==> config.mk <==
export PLATFORM = sky130hd
export DESIGN_NAME = window_invoke_fsm1_flat
export DESIGN_NICKNAME = d
export VERILOG_FILES = /design/src/rtl/window_invoke_fsm1_if.sv /design/src/rtl/window_invoke_fsm1.sv /design/src/flat_wrapper.sv
export SDC_FILE = /design/constraint.sdc
export NUM_CORES = 1
export LEC_CHECK = 0
export CAP_MARGIN = 10
export CELL_PAD_IN_SITES_DETAIL_PLACEMENT = 1
export CELL_PAD_IN_SITES_GLOBAL_PLACEMENT = 1
export CORE_ASPECT_RATIO = 1.5
export CORE_MARGIN = 5
export CORE_UTILIZATION = 34
export DETAILED_ROUTE_END_ITERATION = 12
export PLACE_DENSITY = 0.79
export SYNTH_ARGS = -nofsm -noshare
export SYNTH_HDL_FRONTEND = slang
export SYNTH_SLANG_ARGS = --single-unit
==> constraint.sdc <==
create_clock -name clk -period 4.82 [get_ports clk]
set_input_delay 0.964 -clock clk [delete_from_list [all_inputs] [get_ports clk]]
set_output_delay 0.964 -clock clk [all_outputs]
set_load 0.05 [all_outputs]
==> src/rtl/window_invoke_fsm1_if.sv <==
// Handshake and FIFO-status bundle between a dataflow scheduler and the
// window_invoke_fsm1 actor-invocation controller.
interface window_invoke_fsm1_if #(
   parameter int pw = 5
);
   logic          invoke;
   logic [pw-1:0] pop_data;
   logic [pw-1:0] pop_length;
   logic [pw-1:0] pop_command;
   logic [pw-1:0] free_out;
   logic [1:0]    length_in;
   logic [1:0]    command_in;
   logic          done_in;
   logic          enable_out;
   logic          busy_out;
   logic          start_out;
   logic [1:0]    next_mode_out;
   logic          rd_length_fifo;
   logic          rd_command_fifo;
   logic [1:0]    length_out;
   logic [1:0]    command_out;
   logic          firing_done_out;
   logic [15:0]   fire_count_out;

   modport master (
      output invoke, pop_data, pop_length, pop_command, free_out,
             length_in, command_in, done_in,
      input  enable_out, busy_out, start_out, next_mode_out,
             rd_length_fifo, rd_command_fifo, length_out, command_out,
             firing_done_out, fire_count_out
   );

   modport slave (
      input  invoke, pop_data, pop_length, pop_command, free_out,
             length_in, command_in, done_in,
      output enable_out, busy_out, start_out, next_mode_out,
             rd_length_fifo, rd_command_fifo, length_out, command_out,
             firing_done_out, fire_count_out
   );
endinterface

==> src/rtl/window_invoke_fsm1.sv <==
// Level-1 invocation FSM for a three-mode windowed actor: checks the firing
// condition of the current mode, launches the level-2 firing and tracks completions.
module window_invoke_fsm1 #(
   parameter int unsigned size        = 3,
   parameter int unsigned width       = 10,
   parameter int unsigned buffer_size = 16
) (
   input logic             clk,
   input logic             rst,
   window_invoke_fsm1_if.slave bus
);

   localparam logic [1:0] MODE_SETUP  = 2'b00;
   localparam logic [1:0] MODE_COMP   = 2'b01;
   localparam logic [1:0] MODE_OUTPUT = 2'b10;

   typedef enum logic [1:0] {
      IDLE,
      FIRE_START,
      FIRE_WAIT,
      UPDATE
   } state_t;

   state_t      state;
   logic [1:0]  mode;
   logic [1:0]  length_q;
   logic [1:0]  command_q;
   logic [15:0] fire_count;
   logic        start_q;
   logic        rd_q;
   logic        firing_done_q;
   logic        busy_q;
   logic        is_setup;
   logic        enable;
   logic [1:0]  mode_next;

   if (width < 1 || size < 1 || size > buffer_size) begin : g_bad_params
      $error("window_invoke_fsm1: size must be 1..buffer_size and width >= 1");
   end

   // The unused encoding 2'b11 behaves exactly like SETUP_COMP.
   assign is_setup = (mode == MODE_SETUP) || (mode == 2'b11);

   always_comb begin
      enable = 1'b0;
      if (is_setup) begin
         enable = (32'(bus.pop_data) >= size) && (bus.pop_length != '0) &&
                  (bus.pop_command != '0);
      end else if (mode == MODE_COMP) begin
         enable = 1'b1;
      end else begin
         enable = (bus.free_out != '0);
      end
   end

   always_comb begin
      mode_next = MODE_COMP;
      case (mode)
         MODE_COMP:   mode_next = MODE_OUTPUT;
         MODE_OUTPUT: mode_next = MODE_SETUP;
         default:     mode_next = MODE_COMP;
      endcase
   end

   // Pulse outputs are registered on the transition into their state so they
   // line up exactly with the state they belong to.
   always_ff @(posedge clk or negedge rst) begin
      if (!rst) begin
         state         <= IDLE;
         mode          <= MODE_SETUP;
         length_q      <= 2'b00;
         command_q     <= 2'b00;
         fire_count    <= 16'h0000;
         start_q       <= 1'b0;
         rd_q          <= 1'b0;
         firing_done_q <= 1'b0;
         busy_q        <= 1'b0;
      end else begin
         case (state)
            IDLE: begin
               if (bus.invoke && enable) begin
                  state   <= FIRE_START;
                  start_q <= 1'b1;
                  rd_q    <= is_setup;
                  busy_q  <= 1'b1;
               end
            end
            FIRE_START: begin
               state   <= FIRE_WAIT;
               start_q <= 1'b0;
               rd_q    <= 1'b0;
               if (is_setup) begin
                  length_q  <= bus.length_in;
                  command_q <= bus.command_in;
               end
            end
            FIRE_WAIT: begin
               if (bus.done_in) begin
                  state         <= UPDATE;
                  firing_done_q <= 1'b1;
               end
            end
            UPDATE: begin
               state         <= IDLE;
               firing_done_q <= 1'b0;
               busy_q        <= 1'b0;
               fire_count    <= fire_count + 16'd1;
               mode          <= mode_next;
            end
            default: state <= IDLE;
         endcase
      end
   end

   assign bus.enable_out      = (state == IDLE) && enable;
   assign bus.busy_out        = busy_q;
   assign bus.start_out       = start_q;
   assign bus.next_mode_out   = mode;
   assign bus.rd_length_fifo  = rd_q;
   assign bus.rd_command_fifo = rd_q;
   assign bus.length_out      = length_q;
   assign bus.command_out     = command_q;
   assign bus.firing_done_out = firing_done_q;
   assign bus.fire_count_out  = fire_count;

endmodule

==> src/flat_wrapper.sv <==
// flat-port wrapper written by rule: the top's interface ports become plain ports
module window_invoke_fsm1_flat 
#(
   parameter int unsigned size        = 3,
   parameter int unsigned width       = 10,
   parameter int unsigned buffer_size = 16
)
  (clk, rst, bus_invoke, bus_pop_data, bus_pop_length, bus_pop_command, bus_free_out, bus_length_in, bus_command_in, bus_done_in, bus_enable_out, bus_busy_out, bus_start_out, bus_next_mode_out, bus_rd_length_fifo, bus_rd_command_fifo, bus_length_out, bus_command_out, bus_firing_done_out, bus_fire_count_out);
  window_invoke_fsm1_if #(.pw(($clog2(16) + 1))) bus_i ();
  input logic clk;
  input logic rst;
  input wire logic [$bits(bus_i.invoke)-1:0] bus_invoke;
  input wire logic [$bits(bus_i.pop_data)-1:0] bus_pop_data;
  input wire logic [$bits(bus_i.pop_length)-1:0] bus_pop_length;
  input wire logic [$bits(bus_i.pop_command)-1:0] bus_pop_command;
  input wire logic [$bits(bus_i.free_out)-1:0] bus_free_out;
  input wire logic [$bits(bus_i.length_in)-1:0] bus_length_in;
  input wire logic [$bits(bus_i.command_in)-1:0] bus_command_in;
  input wire logic [$bits(bus_i.done_in)-1:0] bus_done_in;
  output wire logic [$bits(bus_i.enable_out)-1:0] bus_enable_out;
  output wire logic [$bits(bus_i.busy_out)-1:0] bus_busy_out;
  output wire logic [$bits(bus_i.start_out)-1:0] bus_start_out;
  output wire logic [$bits(bus_i.next_mode_out)-1:0] bus_next_mode_out;
  output wire logic [$bits(bus_i.rd_length_fifo)-1:0] bus_rd_length_fifo;
  output wire logic [$bits(bus_i.rd_command_fifo)-1:0] bus_rd_command_fifo;
  output wire logic [$bits(bus_i.length_out)-1:0] bus_length_out;
  output wire logic [$bits(bus_i.command_out)-1:0] bus_command_out;
  output wire logic [$bits(bus_i.firing_done_out)-1:0] bus_firing_done_out;
  output wire logic [$bits(bus_i.fire_count_out)-1:0] bus_fire_count_out;
  assign bus_i.invoke = bus_invoke;
  assign bus_i.pop_data = bus_pop_data;
  assign bus_i.pop_length = bus_pop_length;
  assign bus_i.pop_command = bus_pop_command;
  assign bus_i.free_out = bus_free_out;
  assign bus_i.length_in = bus_length_in;
  assign bus_i.command_in = bus_command_in;
  assign bus_i.done_in = bus_done_in;
  assign bus_enable_out = bus_i.enable_out;
  assign bus_busy_out = bus_i.busy_out;
  assign bus_start_out = bus_i.start_out;
  assign bus_next_mode_out = bus_i.next_mode_out;
  assign bus_rd_length_fifo = bus_i.rd_length_fifo;
  assign bus_rd_command_fifo = bus_i.rd_command_fifo;
  assign bus_length_out = bus_i.length_out;
  assign bus_command_out = bus_i.command_out;
  assign bus_firing_done_out = bus_i.firing_done_out;
  assign bus_fire_count_out = bus_i.fire_count_out;
  window_invoke_fsm1 #(.size(size), .width(width), .buffer_size(buffer_size)) u_core (.clk(clk), .rst(rst), .bus(bus_i));
endmodule
==> out/results.tsv, run 1 <==
metric	value	unit
post-CTS sizing	0	
gr usage total	13.9	%
leakage	0.878	nW
Die Wd	62.5	µm
Post-Syn Nets	164	
drt via density	5.18	
Clock Pin Slew Worst Setup and Hold Paths	0.09	ns
# Post-CTS Setup Buffers	0	
syn avg cell area	10.9	µm²
via count	1197	
Clk pwr share	13.8	%
final setup vio count	0	
max_cap viols	0	
Placed Area	2000	µm²
Final Hold Viols	0	
GRT overflow	0	
worst-margin pin slew	0.574	ns
fin area	2070	µm²
Die Height	88.7	µm
commonest non-fill, non-tap cell in the layout	clkdlybuf4s50_1	
Hold Path Stages	1	
reg2reg path depth	5	
Setup crit end kind	output pin	
register bit total from synthesis	28	
Max Slew Vio Count	0	
Yosys cell types	37	
CTS tree	done	
H-tree levels	1	
Setup WS pre-CTS	0.600	ns
final critical-path required period	4.20	ns
setup TNS	0	ns
flop-to-flop setup slack	2.64	ns
clock skew	0.00950	ns
Critical Path Start Type	input port	
switching power	0.605	mW
top cell type's share of synthesized area	49.9	%
TritonRoute pass-1 iters	3	
starting density of the core	35.5	%
Area growth syn-to-layout	47.8	%
initial antenna violation count	0	
Max-Slew Margin vs Limit	61.5	%
final estimated routing congestion in global placement	0.841	
final worst-path cycle share	87.1	%
Arrival @ worst endpoint	3.23	ns
DP Wirelength	3110	µm
total CTS buffers	3	
PortBufs	55	
clk sinks	28	
WP data required	3.86	ns
final worst slack	0.621	ns
Remaining DRCs	0	
initial DRC count	17	
Synth area leader	dfrtp_1	
Sw Share	46.3	%
Flop pwr share	28.7	%
Max Clock Freq	238	MHz
Cell Area, Synth	1400	µm²
vias in the first global route	1392	
Hold/Removal Path Class	flip-flop to flip-flop	
DIE AREA	5540	µm²
Worst VDD drop	0.435	mV
cts hold-fix bufs	0	
CTS Root Cell	clkbuf_8	
Gate Count Post-Synth	129	
most frequent cells in the layout	clkdlybuf4s50_1 (55), dfrtp_1 (28), nand2_1 (13), xnor2_1 (10), nand3_1 (8)	
drt wl/cell	16.2	µm
synth top area cells	dfrtp_1 (50%), ha_1 (6.2%), xnor2_1 (6.2%)	
Crit Path Class	input port to output pin	
NumNets Final	222	
core area	3960	µm²
Pwr Density	630	nW/µm²
RSZ-0062 raised after global routing	no	
global-route wire length before repair	6380	µm
largest net degree at the start of global routing	29	
Seq/Total Area, Yosys	49.9	%
Routed WL	3740	µm
Crit Path Max Fanout	4	
# IOs	56	
logic gate share of total power	57.4	%
synth warn	0	
outcome	finished, final reports clean	
Core Rows	28	
Final ANT Viol Nets	0	
Power Internal	0.702	mW
layout cells sized above 1	8.06	%
# diodes	0	
Max clock buf depth	2	
latest clock arrival within the worst-skew pair	0.27	ns
-- cell usage after synthesis, drive strengths merged --
library cell  number
o21ai              1
and2               1
a21o               1
o22ai              1
o21a               1
nor3               2
nand2b             2
nor2               5
o2bb2ai            1
ha                 7
and3               3
a31oi              1
a21oi              5
xor2               5
a21boi             2
mux2               6
o32a               1
and4               1
nor2b              1
dfrtp             28
nand3              8
nand2             13
nor3b              2
clkbuf             2
o32ai              1
o211ai             2
nand4              3
or4                2
inv                5
a221oi             1
a2111oi            1
o22a               1
xnor2             10
buf                1
and2b              1
nor4               1
-- per-layer routing --
| metal | global-route usage (%) | part of all wire (%) | vias up |
|---|---|---|---|
| met4 | 3.09 | 0.96 | 0 |
| met3 | 3.68 | 6.7 | 4 |
| met1 | 14.0 | 37 | 579 |
| met2 | 28.3 | 55 | 45 |
| li1 | - | - | 569 |
| met5 | 0 | 0 | - |
-- critical path, cell delays in order --
cell             delay, ns
clkdlybuf4s50_1       0.39
a2111oi_0             0.54
and2b_1               0.28
and2_2                0.20
o21a_1                0.16
clkdlybuf4s50_1       0.69
-- worst paths after layout --
path,start,endpoint
setup / recovery,bus_pop_data[1],bus_enable_out
hold / removal,u_core.bus.fire_count_out[15],u_core.bus.fire_count_out[15]
setup reg to reg,u_core.state[0],u_core.bus.fire_count_out[15]
hold reg to reg,u_core.bus.fire_count_out[15],u_core.bus.fire_count_out[15]
max in group asynchronous,rst,u_core.state[0]
min in group asynchronous,rst,u_core.bus.fire_count_out[1]
-- per-stage QoR --
stage,instances,utilization (%),hold slack (ns),total power [mW]
after floorplan,129,-,0.550,0.879
after global placement,227,50.6,0.460,1.10
after detailed placement,227,50.6,0.488,1.14
after CTS,231,52.4,0.503,1.32
after global routing,231,52.4,0.525,1.39
final,231,52.4,0.495,1.31
-- cell families after synthesis --
| family | Yosys count | share of synthesized area [%] |
|---|---|---|
| buffers and inverters | 8 | 2.41 |
| multiplexers | 6 | 4.81 |
| flip-flops | 28 | 49.9 |
| XOR/XNOR | 15 | 9.36 |
| adder cells (fa/ha/maj) | 7 | 6.24 |
| AO/OA/AOI/OAI | 20 | 10.2 |
| AND/OR/NAND/NOR | 45 | 17.1 |
-- registers in the layout (all words and copies together), names as in the netlist --
register	flops
u_core.bus.rd_command_fifo	1
u_core.bus.start_out	1
u_core.bus.command_out	2
u_core.bus.length_out	2
u_core.bus.firing_done_out	1
u_core.bus.fire_count_out	16
u_core.bus.busy_out	1
u_core.bus.next_mode_out	2
u_core.state	2
-- final cells by class --
cell class / count / area (µm²)
well taps: 45 / 56.3
flip-flops and latches: 28 / 701
multi-input cells: 93 / 669
inverters: 5 / 18.8
clock buffers: 3 / 41.3
clock inverters: 1 / 30.0
repair buffers: 56 / 558
fillers: 442 / 1880
-- power groups by stage --
stage | Clock (mW) | Sequential [mW] | Combinational, mW
global placement | 0 | 0.370 | 0.731
floorplan | 0 | 0.577 | 0.302
finish | 0.181 | 0.375 | 0.751
detailed placement | 0 | 0.380 | 0.756
global route | 0.200 | 0.386 | 0.804
CTS | 0.187 | 0.376 | 0.760
Note: power is estimated with default switching activity, not from simulation.
==> run 2: changes to the inputs <==
--- a/config.mk
+++ b/config.mk
@@ -10,9 +10,9 @@
 export CELL_PAD_IN_SITES_GLOBAL_PLACEMENT = 1
 export CORE_ASPECT_RATIO = 1.5
 export CORE_MARGIN = 5
-export CORE_UTILIZATION = 34
+export CORE_UTILIZATION = 29
 export DETAILED_ROUTE_END_ITERATION = 12
-export PLACE_DENSITY = 0.79
+export PLACE_DENSITY = 0.71
 export SYNTH_ARGS = -nofsm -noshare
 export SYNTH_HDL_FRONTEND = slang
 export SYNTH_SLANG_ARGS = --single-unit
==> constraint.sdc (replaced) <==
create_clock -name clk -period 3.8 [get_ports clk]
set_input_delay 0.76 -clock clk [delete_from_list [all_inputs] [get_ports clk]]
set_output_delay 0.76 -clock clk [all_outputs]
set_load 0.05 [all_outputs]
==> run 2 against run 1 <==
Against the previous run: clock-buffer cell count did not move; core utilization shrank 9.1 points; sequential power grew 27%; register-to-register slack worse by 1.0 ns; clock skew fell by 0.0046 ns; non-clock buffer count unchanged; total power up 21%; routed wire length down 2.8%.
==> out/results.tsv, run 2 (synthesized netlist as in run 1, its figures left out) <==
metric	value	unit
layout cells sized above 1	8.11	%
Worst VDD drop	0.651	mV
H-tree levels	1	
total CTS buffers	3	
TritonRoute pass-1 iters	4	
Pwr Density	763	nW/µm²
leakage	0.865	nW
clock skew	0.00494	ns
Final ANT Viol Nets	0	
WP data required	3.04	ns
# IOs	56	
Die Height	95.2	µm
via count	1201	
final worst slack	0.528	ns
Routed WL	3630	µm
Crit Path Class	input port to output pin	
Max-Slew Margin vs Limit	60.1	%
Sw Share	48.1	%
Setup crit end kind	output pin	
GRT overflow	0	
Final Hold Viols	0	
starting density of the core	29.4	%
final estimated routing congestion in global placement	0.806	
Hold/Removal Path Class	flip-flop to flip-flop	
final setup vio count	0	
outcome	finished, final reports clean	
post-CTS sizing	0	
initial antenna violation count	0	
# diodes	0	
Remaining DRCs	0	
NumNets Final	222	
max_cap viols	0	
clk sinks	28	
setup TNS	0	ns
Power Internal	0.819	mW
gr usage total	11.8	%
Max clock buf depth	2	
PortBufs	55	
Arrival @ worst endpoint	2.51	ns
final worst-path cycle share	86.1	%
CTS Root Cell	clkbuf_8	
DIE AREA	6360	µm²
core area	4770	µm²
drt wl/cell	14.5	µm
Core Util, Final	43.4	%
Die Wd	66.8	µm
Clock Pin Slew Worst Setup and Hold Paths	0.09	ns
CTS tree	done	
DP Wirelength	3020	µm
RSZ-0062 raised after global routing	no	
commonest non-fill, non-tap cell in the layout	clkdlybuf4s50_1	
Setup WS pre-CTS	0.512	ns
Critical Path Start Type	input port	
logic gate share of total power	60.0	%
final critical-path required period	3.27	ns
Crit Path Max Fanout	6	
worst-margin pin slew	0.594	ns
cts hold-fix bufs	0	
Max Clock Freq	306	MHz
latest clock arrival within the worst-skew pair	0.27	ns
max reg flops	16	
initial DRC count	17	
Flop pwr share	30.1	%
Core Rows	31	
global-route wire length before repair	5770	µm
drt via density	4.78	
vias in the first global route	1283	
most frequent cells in the layout	clkdlybuf4s50_1 (54), dfrtp_1 (28), nand2_1 (13), xnor2_1 (10), nand3_1 (8)	
Max Slew Vio Count	0	
switching power	0.760	mW
Clk pwr share	9.9	%
Area growth syn-to-layout	47.3	%
largest net degree at the start of global routing	29	
# Post-CTS Setup Buffers	0	
==> run 2: worst paths after layout <==
path / startpoint / end / slack (ns) / depth (start not counted)
max reg2reg: u_core.state[0] / u_core.bus.fire_count_out[15] / 1.62 / 5
min in group asynchronous: rst / u_core.bus.command_out[1] / 0.86 / 2
max in group asynchronous: rst / u_core.bus.fire_count_out[4] / 2.68 / 2
min reg2reg: u_core.bus.fire_count_out[15] / u_core.bus.fire_count_out[15] / 0.48 / 1
min: u_core.bus.fire_count_out[15] / u_core.bus.fire_count_out[15] / 0.48 / 1
max: bus_pop_command[0] / bus_enable_out / 0.53 / 6
==> run 2: cell type report <==
class	count	area (µm²)
Fill cell	543	2700
Clock buffer	3	41.3
Tap cell	66	82.6
Inverter	5	18.8
Multi-Input combinational cell	93	669
Timing Repair Buffer	56	556
Sequential cell	28	701
==> run 2: critical path: stages <==
cell             delay [ns]
clkdlybuf4s50_1        0.40
or4_1                  0.51
o22a_2                 0.28
and2_2                 0.22
o21a_1                 0.17
buf_4                  0.18
==> run 2: metrics by stage <==
step	cell area (µm²)	std cells	total power, mW	hold WS [ns]
floorplan	1400	129	1.12	0.464
global route	2070	251	1.67	0.514
CTS	2070	251	1.60	0.488
detailed placement	2030	248	1.44	0.475
finish	2070	251	1.58	0.483
global placement	2030	248	1.39	0.463
==> run 2: layer usage <==
metal  routed length [µm]  up-vias  share of wire [%]  track usage [%]
met5                    0        -                  0                0
met4                   19        0               0.52             4.75
met3                  181        2                5.0             2.36
met2                 2110       35                 58             22.8
met1                 1320      599                 36             12.0
li1                     -      565                  -                -
==> run 2: power by group through the flow <==
stage / clock network, mW / registers (mW) / logic [mW]
2_1_floorplan: 0 / 0.732 / 0.383
3_3_place_gp: 0 / 0.472 / 0.921
3_5_place_dp: 0 / 0.483 / 0.957
4_1_cts: 0.163 / 0.477 / 0.960
5_1_grt: 0.175 / 0.489 / 1.01
6_report: 0.156 / 0.475 / 0.948
